File: src/rtl/serial_adder_pkg.sv
// rtl/serial_adder_pkg.sv - shared state encoding and slice width for the serial adder
package serial_adder_pkg;

  typedef enum logic [1:0] {
    IDLE = 2'd0,
    RUN  = 2'd1,
    DONE = 2'd2
  } state_e;

  localparam int SLICE_W = 2;

endpackage

File: src/rtl/two_bit_adder.sv
// rtl/two_bit_adder.sv - combinational 2-bit full adder slice
module two_bit_adder (
  input  logic [1:0] a,
  input  logic [1:0] b,
  input  logic       cin,
  output logic [1:0] sum,
  output logic       cout
);

  assign {cout, sum} = {1'b0, a} + {1'b0, b} + {2'b00, cin};

endmodule

File: src/rtl/serial_adder_ctrl.sv
// rtl/serial_adder_ctrl.sv - WIDTH-bit add with carry-in, two bits per cycle through one shared slice
module serial_adder_ctrl
  import serial_adder_pkg::*;
#(
  parameter int WIDTH = 8,
  parameter int CNT_W = $clog2(WIDTH/2) + 1
) (
  input  logic             clk,
  input  logic             rst_n,
  input  logic             in_valid,
  output logic             in_ready,
  input  logic [WIDTH-1:0] a,
  input  logic [WIDTH-1:0] b,
  input  logic             cin,
  input  logic             clear,
  output logic             out_valid,
  input  logic             out_ready,
  output logic [WIDTH-1:0] sum,
  output logic             cout,
  output logic             busy
);

  localparam logic [CNT_W-1:0] LAST_STEP = CNT_W'(WIDTH/SLICE_W - 1);

  logic [1:0]         state;
  logic [WIDTH-1:0]   a_sh;
  logic [WIDTH-1:0]   b_sh;
  logic [WIDTH-1:0]   res;
  logic               carry;
  logic [CNT_W-1:0]   cnt;
  logic [SLICE_W-1:0] slice_sum;
  logic               slice_cout;
  logic [WIDTH-1:0]   res_next;

  two_bit_adder u_slice (
    .a    (a_sh[SLICE_W-1:0]),
    .b    (b_sh[SLICE_W-1:0]),
    .cin  (carry),
    .sum  (slice_sum),
    .cout (slice_cout)
  );

  // Each new pair enters at the top so the first (LSB) pair ends up at bit 0.
  if (WIDTH == SLICE_W) begin : g_res_single
    assign res_next = slice_sum;
  end else begin : g_res_shift
    assign res_next = {slice_sum, res[WIDTH-1:SLICE_W]};
  end

  always_ff @(posedge clk or negedge rst_n) begin
    if (!rst_n) begin
      state <= IDLE;
      a_sh  <= '0;
      b_sh  <= '0;
      res   <= '0;
      carry <= 1'b0;
      cnt   <= '0;
    end else if (clear) begin
      state <= IDLE;
    end else begin
      case (state)
        IDLE: begin
          if (in_valid) begin
            a_sh  <= a;
            b_sh  <= b;
            carry <= cin;
            res   <= '0;
            cnt   <= '0;
            state <= RUN;
          end
        end
        RUN: begin
          a_sh  <= a_sh >> SLICE_W;
          b_sh  <= b_sh >> SLICE_W;
          res   <= res_next;
          carry <= slice_cout;
          cnt   <= cnt + CNT_W'(1);
          if (cnt == LAST_STEP) state <= DONE;
        end
        DONE: begin
          if (out_ready) state <= IDLE;
        end
        default: state <= IDLE;
      endcase
    end
  end

  assign in_ready  = (state == IDLE);
  assign out_valid = (state == DONE);
  assign busy      = (state != IDLE);
  assign sum       = res;
  assign cout      = carry;

endmodule

File: config.mk
export PLATFORM = sky130hd
export DESIGN_NAME = serial_adder_ctrl
export DESIGN_NICKNAME = d
export VERILOG_FILES = /design/src/rtl/serial_adder_pkg.sv /design/src/rtl/two_bit_adder.sv /design/src/rtl/serial_adder_ctrl.sv
export SDC_FILE = /design/constraint.sdc
export NUM_CORES = 1
export LEC_CHECK = 0
export ABC_AREA = 1
export BUFFER_PORTS_ARGS = -buffer_cell sky130_fd_sc_hd__buf_2
export CAP_MARGIN = 20
export CORE_AREA = 2 2 52 73
export DETAILED_ROUTE_END_ITERATION = 12
export DIE_AREA = 0 0 54 75
export MAX_ROUTING_LAYER = met4
export PLACE_DENSITY = 0.71
export SLEW_MARGIN = 10
export SYNTH_ARGS = -nofsm -noshare
export SYNTH_HDL_FRONTEND = slang
export SYNTH_SLANG_ARGS = --single-unit
export TNS_END_PERCENT = 30
File: constraint.sdc
create_clock -name clk -period 2 [get_ports clk]
set_input_delay 0.2 -clock clk [delete_from_list [all_inputs] [get_ports clk]]
set_output_delay 0.2 -clock clk [all_outputs]
set_load 0.005 [all_outputs]
==> results.md <==
STA:
- Setup slack closes at around 390 ps.
- Based on the critical path, the design can be clocked at up to ~620 MHz.
- The worst path in the final design needs a cycle of about 1600 ps, including I/O delays and setup.
- The final hold violation count is 0.
- Headroom to the max-slew limit came out at 0.5469.
- Setup repair after global routing left no endpoint under its margin.
- Dividing the final minimum period by the clock period gives 0.8027.
- The final setup violation count is 0.
- The max-slew violation total from the final report was 0.
- In the final timing run, aggregate negative setup slack is 0 ps.
- For the pin with the worst max-slew slack, the measured transition is 679.6 ps.
- The worst hold slack is 102.5 ps.
- For the final database, setup skew stands at between 6 and 7 ps.

Yosys:
- The post-synthesis sequential area ratio is 0.5080.
- The net count after synthesis is approximately 210.
- Yosys printed 0 warnings.
- The synthesized design spends more area on one cell type than any other, namely sky130_fd_sc_hd__dfrtp_1.
- The mean post-synth cell area is around 7.9 sq um.
- Synthesis produced a netlist whose cell count is 187.
- The number of different library cells used by synthesis comes to 19.
- The synthesized cell area is roughly 1500 sq um.
- By area the synthesized netlist is led by sky130_fd_sc_hd__dfrtp_1 (51%), sky130_fd_sc_hd__nand2_1 (28%), sky130_fd_sc_hd__nand3_1 (4.7%).
- The synthesized design contains 30 register bits.
- The share of synthesized area in the top cell type comes to 0.5080.

CTS:
- The H-tree generated during clock tree synthesis spans 2 levels.
- The root buffer cell is sky130_fd_sc_hd__clkbuf_8.
- The CTS sink count is 30.
- The clock-pin slew on the worst setup and hold paths is ~70 ps.
- TritonCTS built the clock tree.
- The clock reaches the later pin of the worst-skew pair after roughly 290 ps.
- The number of hold buffers added after CTS was 1.
- The number of resized instances in the post-cts repair step is 0.
- The clock passes through at most 2 buffers.
- The number of clock buffers added by TritonCTS is 5.
- Once the clock tree was built, the setup fixing pass inserted 0 buffers.

Power and ir drop:
- The internal portion of the total power is roughly 1.3 mW.
- Across the VDD grid, the largest voltage drop is between 0.0006 and 0.0007 V.
- Power spread over the standard cell area amounts to between 1000 and 1500 nW/um^2.
- The share of total power dissipated in sequential elements is 0.453.
- The net switching power is between 0.5 and 0.6 mW.
- The reported leakage power is between 1 and 1.5 nW.
- The combinational power share is 0.218.
- The net switching share of the total power is 0.3061.
- The clock power share is 0.330.

Place:
- The number of port buffers is 33.
- The worst slack after detailed placement is approximately 420 ps.
- Routability-driven placement finished with a final weighted congestion of just over 0.7.
- The HPWL after detailed placement is roughly 2 mm.
- Once placement completed, the tool counted placed cells totaling 254.

Routing:
- For this run, design rule violations remaining after detail routing come to 0.
- The detailed router finished its first iteration with between 50 and 60 violations.
- The via-per-instance ratio is 4.833.
- The first-pass detailed-route iteration total is 4.
- The number of routed nets with antenna violations is 0.
- In the final routed layout, each cell accounts on average for around 12 um.
- The aggregate routed wire length is between 3 and 4 mm.
- The routed layout has between 1000 and 1500 vias.

Hold path:
- The launch instance of the worst min-delay path is out_ready.
- The worst hold endpoint is state[1].
- The worst hold path was traced through 2 stages.
- The classification of the worst-slack hold path is in -> reg.

Floorplan:
- The cell row count is 25.
- The floorplan step set the die height to 75 um.
- Pin placement for this block handled 34 I/O pins.
- In this run the standard cell core region covers about 3400 sq um.
- The full die area is 4050 sq um.
- The die is 54 um wide.
- For this configuration, the core starts out at a cell density of 0.4374.

Worst setup path:
- The slowest stage of the critical path belongs to the cell sky130_fd_sc_hd__dfrtp_1.
- The dominant delay contributor by cell family on the critical path is simple AND/OR/NAND/NOR gates.
- In this design, the critical path's most frequently occurring cell is sky130_fd_sc_hd__nand2_1.
- The kind of capture point of the worst setup path is a flop.
- In this run the critical register-to-register path is launched from state[1].
- The worst setup path is launched from a flop.
- For the worst setup path, the data arrival time is 1830 ps.
- The total buffers and inverters traversed by the critical path is 2.
- Along the worst path, the maximum fanout reaches 17.
- The endpoint of the worst-slack reg-to-reg timing path is sum[3].
- The setup check on the worst reg-to-reg path leaves a slack of 390 ps.
- The setup path with the least slack is of type reg -> reg.
- Traced cell by cell, the critical path runs through inv_2 -> nand2_1 -> nor2_1 -> buf_4 -> nand2_1 -> nand2_1.
- The required arrival time at the worst endpoint is approximately 2200 ps.
- Measured in cells, the most critical reg-to-reg path has a length of 6.
- On the worst path, the slowest cell contributes a delay of roughly 430 ps.

Global route:
- The number of global-route vias before repair was ~1200.
- The global routing usage on met2 is 0.3008.
- The combined global-route utilization of all metal layers is 0.1907.
- Global routing finished with a remaining overflow of 0.
- The met3 layer usage reported by global route is 0.05357.
- The number of antenna violations at the first check in global routing is 0.
- Entering global routing, the biggest net connects 31 pins.
- The layer with the highest usage is met2.
- The global-route wire length before repair is 5.333 mm.
- The met1 track utilization from global routing is 0.2169.

Finish:
- The synthesis-to-layout area growth is 19.56%.
- In the final layout, flip-flops and latches occupy approximately 750 sq um.
- The library cells used most frequently in the layout, excluding fill and tap cells, are sky130_fd_sc_hd__nand2_1 (109), sky130_fd_sc_hd__buf_2 (33), sky130_fd_sc_hd__dfrtp_1 (30).
- The repair_antennas step left the layout with diodes totalling 0.
- The area of the multi-input gates is 636.9 sq um.
- The number of standard cells in the layout, taps in and fillers out is about 260.
- In the final layout, the share of cells above drive strength 1 is 0.2242.
- At the end of the flow the core is filled with cells to 0.5230.
- Counting the fill cells in the layout gives approximately 340.
- The most common library cell in the layout ignoring fill and taps is sky130_fd_sc_hd__nand2_1.
- After the last flow step, the layout net total stands at around 250.

Run status:
- The flow ran to the end, and the final reports show no timing, DRC or antenna violations.

Flow run:
- Across the run, the number of max-cap violations was 0.
## cell families (layout without fill, tap and decap cells)
kind of cell,count (synthesis),count (layout),synth area share
simple gates,134,134,0.3743
flops,30,30,0.5080
buf+inv,16,52,0.06096
fa+ha+maj,4,4,0.04403
compound gates,3,3,0.01270
## metal layers
metal  share of wire  vias to the layer above
li1                -                      645
met1            0.44                      589
met2            0.49                       31
met3           0.045                        6
met4           0.024                        0
met5               0                        -
## stage by stage
| step | cell area [sq um] | power, mW |
|---|---|---|
| finish | 1767 | 1.833 |
| global route | 1767 | 1.986 |
| CTS | 1767 | 1.860 |
| detailed placement | 1648 | 1.243 |
| global placement | 1648 | 1.233 |
| floorplan | 1478 | 1.107 |
## Yosys cell counts
master and n:
sky130_fd_sc_hd__nand2_1 109, sky130_fd_sc_hd__dfrtp_1 30, sky130_fd_sc_hd__nand3_1 14, sky130_fd_sc_hd__inv_1 6
sky130_fd_sc_hd__nand4_1 5, sky130_fd_sc_hd__buf_2 3, sky130_fd_sc_hd__buf_6 3, sky130_fd_sc_hd__fa_1 2
sky130_fd_sc_hd__ha_1 2, sky130_fd_sc_hd__inv_2 2, sky130_fd_sc_hd__nor2_1 2, sky130_fd_sc_hd__o21ai_0 2
sky130_fd_sc_hd__a21oi_2 1, sky130_fd_sc_hd__buf_4 1, sky130_fd_sc_hd__clkbuf_1 1, sky130_fd_sc_hd__nand2_2 1
sky130_fd_sc_hd__nand2_4 1, sky130_fd_sc_hd__nor2_4 1, sky130_fd_sc_hd__or2_2 1
## sequential cells by signal, indices dropped and copies added, names as in the netlist
register  cells
b_sh          8
a_sh          8
sum           8
cnt           3
state         2
cout          1
## cell type report
cell class              instances  area share
inverters                       8     0.01700
repair buffers                 36      0.1076
clock buffers                   5     0.03895
multi-input cells             141      0.3605
well taps                      40     0.02833
flip-flops and latches         30      0.4249
clock inverters                 3     0.02266
## how the worst max path moves through the flow
stage	startpoint	to	slack (ps)	depth (start not counted)
after floorplan	cout	cout	480	6
after global placement	cout	cout	420	6
after detailed placement	cout	cout	420	6
after CTS	cout	cout	410	6
after global routing	state[1]	cnt[1]	280	6
final	state[1]	sum[3]	390	6
## power groups by stage
stage                     sequential, mW  combinational [mW]  clock, mW
after floorplan                    0.825               0.282          0
after global placement             0.840               0.393          0
after detailed placement           0.841               0.403          0
after CTS                          0.831               0.407      0.622
after global routing               0.850               0.483      0.652
final                              0.830               0.399      0.604
Power figures use the tool's default switching activity.
